File: config.mk
export PLATFORM = sky130hd
export DESIGN_NAME = md_seq_flat
export DESIGN_NICKNAME = d
export VERILOG_FILES = /design/src/rtl/md_seq_pkg.sv /design/src/rtl/md_seq_if.sv /design/src/rtl/md_seq_mul32.sv /design/src/rtl/md_seq.sv /design/src/flat_wrapper.sv
export SDC_FILE = /design/constraint.sdc
export NUM_CORES = 2
export LEC_CHECK = 0
export BUFFER_PORTS_ARGS = -buffer_cell sky130_fd_sc_hd__buf_2
export CORE_ASPECT_RATIO = 0.5
export CORE_UTILIZATION = 45
export CTS_CLUSTER_DIAMETER = 40
export DETAILED_ROUTE_END_ITERATION = 10
export PLACE_DENSITY = 0.66
export SETUP_SLACK_MARGIN = 0.2
export SYNTH_ARGS = -nofsm -noshare
export SYNTH_HDL_FRONTEND = slang
export SYNTH_SLANG_ARGS = --single-unit
File: constraint.sdc
create_clock -name clk -period 13.47 [get_ports clk]
set_input_delay 0.6735 -clock clk [delete_from_list [all_inputs] [get_ports clk]]
set_output_delay 0.6735 -clock clk [all_outputs]
set_load 0.05 [all_outputs]
File: src/rtl/md_seq_pkg.sv
// md_seq_pkg: shared definitions for the multiply/divide sequencer.
// Holds the 3-bit MD op encodings, FSM state encodings, the stall and
// divider-start level names, and small op-classification helpers.
package md_seq_pkg;

   typedef enum logic [2:0] {
      MD_MULT  = 3'd0,
      MD_MULTU = 3'd1,
      MD_MADD  = 3'd2,
      MD_MADDU = 3'd3,
      MD_MSUB  = 3'd4,
      MD_MSUBU = 3'd5,
      MD_DIV   = 3'd6,
      MD_DIVU  = 3'd7
   } md_op_e;

   typedef enum logic [2:0] {
      MD_IDLE     = 3'd0,
      MD_MUL      = 3'd1,
      MD_ACC      = 3'd2,
      MD_DIV_WAIT = 3'd3,
      MD_DONE     = 3'd4
   } md_state_e;

   localparam logic        STOP      = 1'b1;
   localparam logic        NO_STOP   = 1'b0;
   localparam logic        DIV_START = 1'b1;
   localparam logic        DIV_STOP  = 1'b0;
   localparam logic [31:0] ZERO_WORD = 32'h0000_0000;

   // DIV and DIVU go to the external divider; everything else is a multiply.
   function automatic logic md_is_div(input md_op_e op);
      return (op == MD_DIV) || (op == MD_DIVU);
   endfunction

   // Signed variants: MULT, MADD, MSUB, DIV.
   function automatic logic md_is_signed(input md_op_e op);
      return (op == MD_MULT) || (op == MD_MADD) || (op == MD_MSUB) || (op == MD_DIV);
   endfunction

   // Ops that fold the product into the current HI:LO.
   function automatic logic md_is_acc(input md_op_e op);
      return (op == MD_MADD) || (op == MD_MADDU) || (op == MD_MSUB) || (op == MD_MSUBU);
   endfunction

   // Ops whose product is subtracted from HI:LO.
   function automatic logic md_is_sub(input md_op_e op);
      return (op == MD_MSUB) || (op == MD_MSUBU);
   endfunction

endpackage

File: src/rtl/md_seq_if.sv
// md_seq_if: EX-side request/response and external-divider handshake of md_seq.
// slave = the sequencer's view, master = the EX stage / divider side.
interface md_seq_if;
   import md_seq_pkg::*;

   // EX request side
   logic          flush_i;
   logic          hold_i;
   logic          req_valid_i;
   md_op_e        op_i;
   logic [31:0]   opa_i;
   logic [31:0]   opb_i;
   logic [31:0]   hi_i;
   logic [31:0]   lo_i;
   // divider handshake
   logic          div_start_o;
   logic          div_annul_o;
   logic          div_signed_o;
   logic [31:0]   div_opa_o;
   logic [31:0]   div_opb_o;
   logic [63:0]   div_result_i;
   logic          div_ready_i;
   // results back to EX / ctrl
   logic          stallreq_o;
   logic          whilo_o;
   logic [31:0]   hi_o;
   logic [31:0]   lo_o;
   logic          busy_o;

   modport slave (
      input  flush_i, hold_i, req_valid_i, op_i, opa_i, opb_i, hi_i, lo_i,
             div_result_i, div_ready_i,
      output div_start_o, div_annul_o, div_signed_o, div_opa_o, div_opb_o,
             stallreq_o, whilo_o, hi_o, lo_o, busy_o
   );

   modport master (
      output flush_i, hold_i, req_valid_i, op_i, opa_i, opb_i, hi_i, lo_i,
             div_result_i, div_ready_i,
      input  div_start_o, div_annul_o, div_signed_o, div_opa_o, div_opb_o,
             stallreq_o, whilo_o, hi_o, lo_o, busy_o
   );

endinterface

File: src/rtl/md_seq_mul32.sv
// md_seq_mul32: the md_mul32 combinational 32x32->64 multiplier.
// Signed products are formed as |a|*|b| with the sign fixed up afterwards,
// so a single unsigned array serves both MULT and MULTU.
module md_seq_mul32 (
   input  logic [31:0] a_i,
   input  logic [31:0] b_i,
   input  logic        signed_i,
   output logic [63:0] prod_o
);

   logic        neg_a;
   logic        neg_b;
   logic [31:0] abs_a;
   logic [31:0] abs_b;
   logic [63:0] mag;

   // Magnitudes, unsigned product, then restore the sign.
   always_comb begin
      neg_a  = signed_i & a_i[31];
      neg_b  = signed_i & b_i[31];
      abs_a  = neg_a ? (~a_i + 32'd1) : a_i;
      abs_b  = neg_b ? (~b_i + 32'd1) : b_i;
      mag    = {32'h0, abs_a} * {32'h0, abs_b};
      prod_o = (neg_a ^ neg_b) ? (~mag + 64'd1) : mag;
   end

endmodule

File: src/rtl/md_seq.sv
// md_seq: multiply/divide sequencer beside EX; owns all HI/LO-writing
// multi-cycle ops and drives the external iterative divider.
// Optional feature macro: MD_SEQ_DIV0_BYPASS_EN -- a divide by zero skips the
// divider and completes one cycle later with HI=LO=0.
module md_seq
   import md_seq_pkg::*;
(
   input  logic      clk,
   input  logic      rst,
   md_seq_if.slave   bus
);

   md_state_e   state_q, state_d;
   md_op_e      op_q, op_d;
   logic [63:0] prod_q, prod_d;
   logic [63:0] res_q, res_d;
   logic [31:0] div_opa_q, div_opa_d;
   logic [31:0] div_opb_q, div_opb_d;
   logic        div_signed_q, div_signed_d;

   logic        mul_signed;
   logic [63:0] mul_prod;
   logic [63:0] acc_sum;
   logic        div0_bypass;

   logic        stallreq;
   logic        whilo;
   logic [63:0] hi_lo;
   logic        div_start;
   logic        div_annul;
   logic        div_signed;
   logic [31:0] div_opa;
   logic [31:0] div_opb;
   logic        complete;
   logic [63:0] result;

   assign mul_signed = md_is_signed(bus.op_i);

   md_seq_mul32 u_mul (
      .a_i      (bus.opa_i),
      .b_i      (bus.opb_i),
      .signed_i (mul_signed),
      .prod_o   (mul_prod)
   );

   // The accumulate uses whatever HI/LO EX forwards in the ACC cycle itself.
   assign acc_sum = prod_q + {bus.hi_i, bus.lo_i};

`ifdef MD_SEQ_DIV0_BYPASS_EN
   assign div0_bypass = (bus.opb_i == ZERO_WORD);
`else
   assign div0_bypass = 1'b0;
`endif

   // Next-state, register updates and all handshake outputs of the sequencer.
   always_comb begin
      // NOTE: every variable gets a default first so no path leaves one unassigned (no latches).
      state_d      = state_q;
      op_d         = op_q;
      prod_d       = prod_q;
      res_d        = res_q;
      div_opa_d    = div_opa_q;
      div_opb_d    = div_opb_q;
      div_signed_d = div_signed_q;
      stallreq     = NO_STOP;
      whilo        = 1'b0;
      hi_lo        = 64'h0;
      div_start    = DIV_STOP;
      div_annul    = 1'b0;
      div_signed   = 1'b0;
      div_opa      = ZERO_WORD;
      div_opb      = ZERO_WORD;
      complete     = 1'b0;
      result       = 64'h0;

      // While rst is asserted every output stays at its default of zero.
      if (!rst) begin
         if (bus.flush_i) begin
            // Flush beats everything, including a divider result arriving now.
            state_d   = MD_IDLE;
            div_annul = (state_q == MD_DIV_WAIT);
         end else begin
            unique case (state_q)
               MD_IDLE: begin
                  if (bus.req_valid_i) begin
                     op_d     = bus.op_i;
                     stallreq = STOP;
                     if (md_is_div(bus.op_i) && !div0_bypass) begin
                        div_start    = DIV_START;
                        div_signed   = mul_signed;
                        div_opa      = bus.opa_i;
                        div_opb      = bus.opb_i;
                        div_signed_d = mul_signed;
                        div_opa_d    = bus.opa_i;
                        div_opb_d    = bus.opb_i;
                        state_d      = MD_DIV_WAIT;
                     end else if (md_is_div(bus.op_i)) begin
                        // Bypassed divide by zero: MUL completes with this zero product.
                        prod_d  = 64'h0;
                        state_d = MD_MUL;
                     end else begin
                        prod_d  = md_is_sub(bus.op_i) ? (~mul_prod + 64'd1) : mul_prod;
                        state_d = MD_MUL;
                     end
                  end
               end
               MD_MUL: begin
                  if (md_is_acc(op_q)) begin
                     stallreq = STOP;
                     state_d  = MD_ACC;
                  end else begin
                     complete = 1'b1;
                     result   = prod_q;
                  end
               end
               MD_ACC: begin
                  complete = 1'b1;
                  result   = acc_sum;
               end
               MD_DIV_WAIT: begin
                  div_signed = div_signed_q;
                  div_opa    = div_opa_q;
                  div_opb    = div_opb_q;
                  if (bus.div_ready_i) begin
                     complete = 1'b1;
                     result   = bus.div_result_i;
                  end else begin
                     div_start = DIV_START;
                     stallreq  = STOP;
                  end
               end
               MD_DONE: begin
                  // EX is still held on this instruction: replay the result, never restart.
                  whilo = 1'b1;
                  hi_lo = res_q;
                  if (!bus.hold_i) state_d = MD_IDLE;
               end
               default: state_d = MD_IDLE;
            endcase

            if (complete) begin
               whilo   = 1'b1;
               hi_lo   = result;
               res_d   = result;
               state_d = bus.hold_i ? MD_DONE : MD_IDLE;
            end
         end
      end
   end

   // State and datapath registers, synchronously reset.
   always_ff @(posedge clk) begin
      // NOTE: sequential state uses non-blocking assignments so all flops update together.
      if (rst) begin
         state_q      <= MD_IDLE;
         op_q         <= MD_MULT;
         prod_q       <= 64'h0;
         res_q        <= 64'h0;
         div_opa_q    <= ZERO_WORD;
         div_opb_q    <= ZERO_WORD;
         div_signed_q <= 1'b0;
      end else begin
         state_q      <= state_d;
         op_q         <= op_d;
         prod_q       <= prod_d;
         res_q        <= res_d;
         div_opa_q    <= div_opa_d;
         div_opb_q    <= div_opb_d;
         div_signed_q <= div_signed_d;
      end
   end

   assign bus.stallreq_o   = stallreq;
   assign bus.whilo_o      = whilo;
   assign bus.hi_o         = hi_lo[63:32];
   assign bus.lo_o         = hi_lo[31:0];
   assign bus.div_start_o  = div_start;
   assign bus.div_annul_o  = div_annul;
   assign bus.div_signed_o = div_signed;
   assign bus.div_opa_o    = div_opa;
   assign bus.div_opb_o    = div_opb;
   assign bus.busy_o       = !rst && (state_q != MD_IDLE);

endmodule

File: src/flat_wrapper.sv
// flat-port wrapper written by rule: the top's interface ports become plain ports
module md_seq_flat import md_seq_pkg::*;
  (clk, rst, bus_flush_i, bus_hold_i, bus_req_valid_i, bus_op_i, bus_opa_i, bus_opb_i, bus_hi_i, bus_lo_i, bus_div_result_i, bus_div_ready_i, bus_div_start_o, bus_div_annul_o, bus_div_signed_o, bus_div_opa_o, bus_div_opb_o, bus_stallreq_o, bus_whilo_o, bus_hi_o, bus_lo_o, bus_busy_o);
  md_seq_if bus_i ();
  input  logic clk;
  input  logic rst;
  input wire logic [$bits(bus_i.flush_i)-1:0] bus_flush_i;
  input wire logic [$bits(bus_i.hold_i)-1:0] bus_hold_i;
  input wire logic [$bits(bus_i.req_valid_i)-1:0] bus_req_valid_i;
  input wire logic [$bits(bus_i.op_i)-1:0] bus_op_i;
  input wire logic [$bits(bus_i.opa_i)-1:0] bus_opa_i;
  input wire logic [$bits(bus_i.opb_i)-1:0] bus_opb_i;
  input wire logic [$bits(bus_i.hi_i)-1:0] bus_hi_i;
  input wire logic [$bits(bus_i.lo_i)-1:0] bus_lo_i;
  input wire logic [$bits(bus_i.div_result_i)-1:0] bus_div_result_i;
  input wire logic [$bits(bus_i.div_ready_i)-1:0] bus_div_ready_i;
  output wire logic [$bits(bus_i.div_start_o)-1:0] bus_div_start_o;
  output wire logic [$bits(bus_i.div_annul_o)-1:0] bus_div_annul_o;
  output wire logic [$bits(bus_i.div_signed_o)-1:0] bus_div_signed_o;
  output wire logic [$bits(bus_i.div_opa_o)-1:0] bus_div_opa_o;
  output wire logic [$bits(bus_i.div_opb_o)-1:0] bus_div_opb_o;
  output wire logic [$bits(bus_i.stallreq_o)-1:0] bus_stallreq_o;
  output wire logic [$bits(bus_i.whilo_o)-1:0] bus_whilo_o;
  output wire logic [$bits(bus_i.hi_o)-1:0] bus_hi_o;
  output wire logic [$bits(bus_i.lo_o)-1:0] bus_lo_o;
  output wire logic [$bits(bus_i.busy_o)-1:0] bus_busy_o;
  assign bus_i.flush_i = bus_flush_i;
  assign bus_i.hold_i = bus_hold_i;
  assign bus_i.req_valid_i = bus_req_valid_i;
  assign bus_i.op_i = bus_op_i;
  assign bus_i.opa_i = bus_opa_i;
  assign bus_i.opb_i = bus_opb_i;
  assign bus_i.hi_i = bus_hi_i;
  assign bus_i.lo_i = bus_lo_i;
  assign bus_i.div_result_i = bus_div_result_i;
  assign bus_i.div_ready_i = bus_div_ready_i;
  assign bus_div_start_o = bus_i.div_start_o;
  assign bus_div_annul_o = bus_i.div_annul_o;
  assign bus_div_signed_o = bus_i.div_signed_o;
  assign bus_div_opa_o = bus_i.div_opa_o;
  assign bus_div_opb_o = bus_i.div_opb_o;
  assign bus_stallreq_o = bus_i.stallreq_o;
  assign bus_whilo_o = bus_i.whilo_o;
  assign bus_hi_o = bus_i.hi_o;
  assign bus_lo_o = bus_i.lo_o;
  assign bus_busy_o = bus_i.busy_o;
  md_seq u_core (.clk(clk), .rst(rst), .bus(bus_i));
endmodule
==> results_dict.tcl <==
set metrics [dict create \
    ys_async_sr_fraction 0 \
    cts_tree "yes" \
    ys.flop_type "dfxtp_1" \
    clock_latency_ps 520 \
    cts_max_path_buffers 2 \
    start_util 0.459 \
    finalHoldViolations 0 \
    slew_violations 0 \
    die-area_sq_um 115000 \
    cts_max_level 4 \
    period_minus_slack_ps 12710 \
    synth_edf_count 0 \
    cp-end-kind "register" \
    cts_made_buffers 17 \
    gp_congestion 1.13 \
    fp.dieW_um 478 \
    synth_top_cell_area_share 0.352 \
    drt_wl_total_um 190000 \
    period_share 0.944 \
    path_max_fanout 11 \
    max_stage_delay_ps 620 \
    port_buffers 334 \
    core_region_area_sq_um 111000 \
    crit_required_ps 13940 \
    dp_hpwl_um 152000 \
    vias_per_cell 5.76 \
    grt_pass1_wl_um 286000 \
    setup_viol 0 \
    tns_ps 0 \
    crit_top_cell "fa_1" \
    dpl.cell_count 8130 \
    synth_cell_type_count 102 \
    crit_type "input pin to register" \
    area_growth_syn_to_layout_pct 9.69 \
    startpoint_type "input pin" \
    max_freq_ghz 0.0786 \
    antenna_found_initial 10 \
    synth_warnings 0 \
    slowest_stage "or4b_1" \
    drc 48 \
    clk_pin_slew_ps 90 \
    arrival_ps 13180 \
    rsz0062_at_grt "false" \
    worstMarginPinSlew_ps 1120 \
    avgSynthCellArea_sq_um 7.90 \
    drv_cap 0 \
    cts.sinks 198 \
    whs_ps 431 \
    vias 47100 \
    hp-class "input pin to register" \
    relSlewSlack 0.251 \
    fin_skew_ps 13.4 \
    grt_max_degree 82 \
    fin_ws_ps 755 \
    rows 86 \
    track_usage 0.331 \
    dr.first_iter.drc_count 4970 \
    final_antenna_net_count 0 \
    grt_pass1_vias 45400 \
    dr.pass1.iters 11 \
    violations "DRC" \
    synth_area_leaders "fa_1 (35%), ha_1 (8.1%), dfxtp_1 (7.8%)" \
    fin_nets 8082 \
    synth_area_sq_um 51100 \
    routedWlPerCell_um 23.3 \
    ys_seq_area_frac 0.0776 \
    synth_seq_cells 198 \
    synthesis.nets 7894 \
    final_cell_count_no_fill 8170 \
    ios 335 \
    die_h_um 240 \
    cts_root_buffer "clkbuf_16" \
    outcome "complete, but fails checks" \
    grt.overflow.total 0 \
    drive_gt1_frac 0.107 \
    post-place-ws_ps 315 \
    synth_area_leader_cell "fa_1" \
    synth_cells 6466 \
]
==> metrics by stage <==
step,util,cell area [sq um]
2_1_floorplan,-,51100
3_3_place_gp,0.497,55300
3_5_place_dp,0.497,55300
4_1_cts,0.503,56000
5_1_grt,0.503,56000
6_report,0.503,56000
==> final timing paths <==
kind                                 start                               end  slack, ps  cells past startpoint
max                           bus_opa_i[0]    u_core.prod_q[62]$_SDFFE_PP0P_        760                     40
min                           bus_opa_i[1]  u_core.div_opa_q[1]$_SDFFE_PP0P_        430                      3
max reg2reg  u_core.prod_q[0]$_SDFFE_PP0P_     u_core.res_q[48]$_SDFFE_PP0P_       8800                     17
min reg2reg  u_core.res_q[33]$_SDFFE_PP0P_     u_core.res_q[33]$_SDFFE_PP0P_        460                      2
==> worst max-delay path: cells and delay by family <==
family | cells | cell delay, ps
AOI/OAI and AO/OA | 8 | 2220
adders and majority gates | 10 | 4840
xor gates and xnor gates | 1 | 240
buffers and inverters | 7 | 950
and+or+nand+nor | 14 | 4230
==> Yosys cell counts, drive strengths merged (30+ instances only) <==
library cell,instances
a211oi,58
a21o,78
a21oi,404
a222oi,30
a22oi,104
a31oi,52
and2,43
and3,40
buf,37
clkbuf,343
dfxtp,198
fa,897
ha,330
inv,926
nand2,926
nand2b,35
nand3,83
nand4,33
nor2,868
nor3,82
o21a,35
o21ai,170
or3,35
xnor2,179
xor2,112
==> timing repair <==
| action | 4_1_cts | 5_1_grt |
|---|---|---|
| resized for setup | 0 | 6 |
| endpoints found under the hold margin | 0 | 0 |
| buffers inserted | 0 | 1 |
| hold buffers | 0 | 0 |
| setup endpoints to repair | 0 | 8 |
==> logic make-up after synthesis <==
kind of cell | after synthesis | synth area share
xor+xnor | 291 | 0.0501
simple gates | 2301 | 0.196
compound gates | 1126 | 0.144
fa+ha+maj | 1227 | 0.432
mux | 17 | 0.00338
flops | 198 | 0.0776
buf+inv | 1306 | 0.0967
==> routing by layer <==
layer / GRT usage / wire (um) / vias to the layer above / part of all wire
met5: 0 / 35 / - / 0.00018
met4: 0.0972 / 6040 / 6 / 0.032
met3: 0.128 / 26200 / 308 / 0.14
met2: 0.478 / 77600 / 2540 / 0.41
met1: 0.455 / 80200 / 23100 / 0.42
li1: - / - / 21100 / -
==> area by class of cell <==
cell class / count / area [sq um]
inverters: 926 / 3480
diodes: 7 / 17.5
clock buffers: 17 / 425
clock inverters: 15 / 224
repair buffers: 549 / 3420
flip-flops and latches: 198 / 3960
well taps: 1496 / 1870
fillers: 10900 / 55200
multi-input cells: 4962 / 42600
==> registers in the layout, indices dropped and copies added (netlist names) <==
register / flops
u_core.div_opa_q: 32
u_core.div_opb_q: 32
u_core.div_signed_q: 1
u_core.op_q: 2
u_core.prod_q: 64
u_core.res_q: 64
u_core.state_q: 3
==> cells in the final DEF (no fill, tap or decap), types with 100 or more instances in the layout <==
cell / instances
inv_1: 926
nand2_1: 926
fa_1: 897
nor2_1: 863
a21oi_1: 400
buf_2: 333
ha_1: 330
buf_4: 205
dfxtp_1: 198
o21ai_0: 159
xnor2_1: 153
a22oi_1: 104
xor2_1: 100
Power is not shown: default switching activity piles up to over one toggle a cycle in this logic, so the estimate is an artifact.
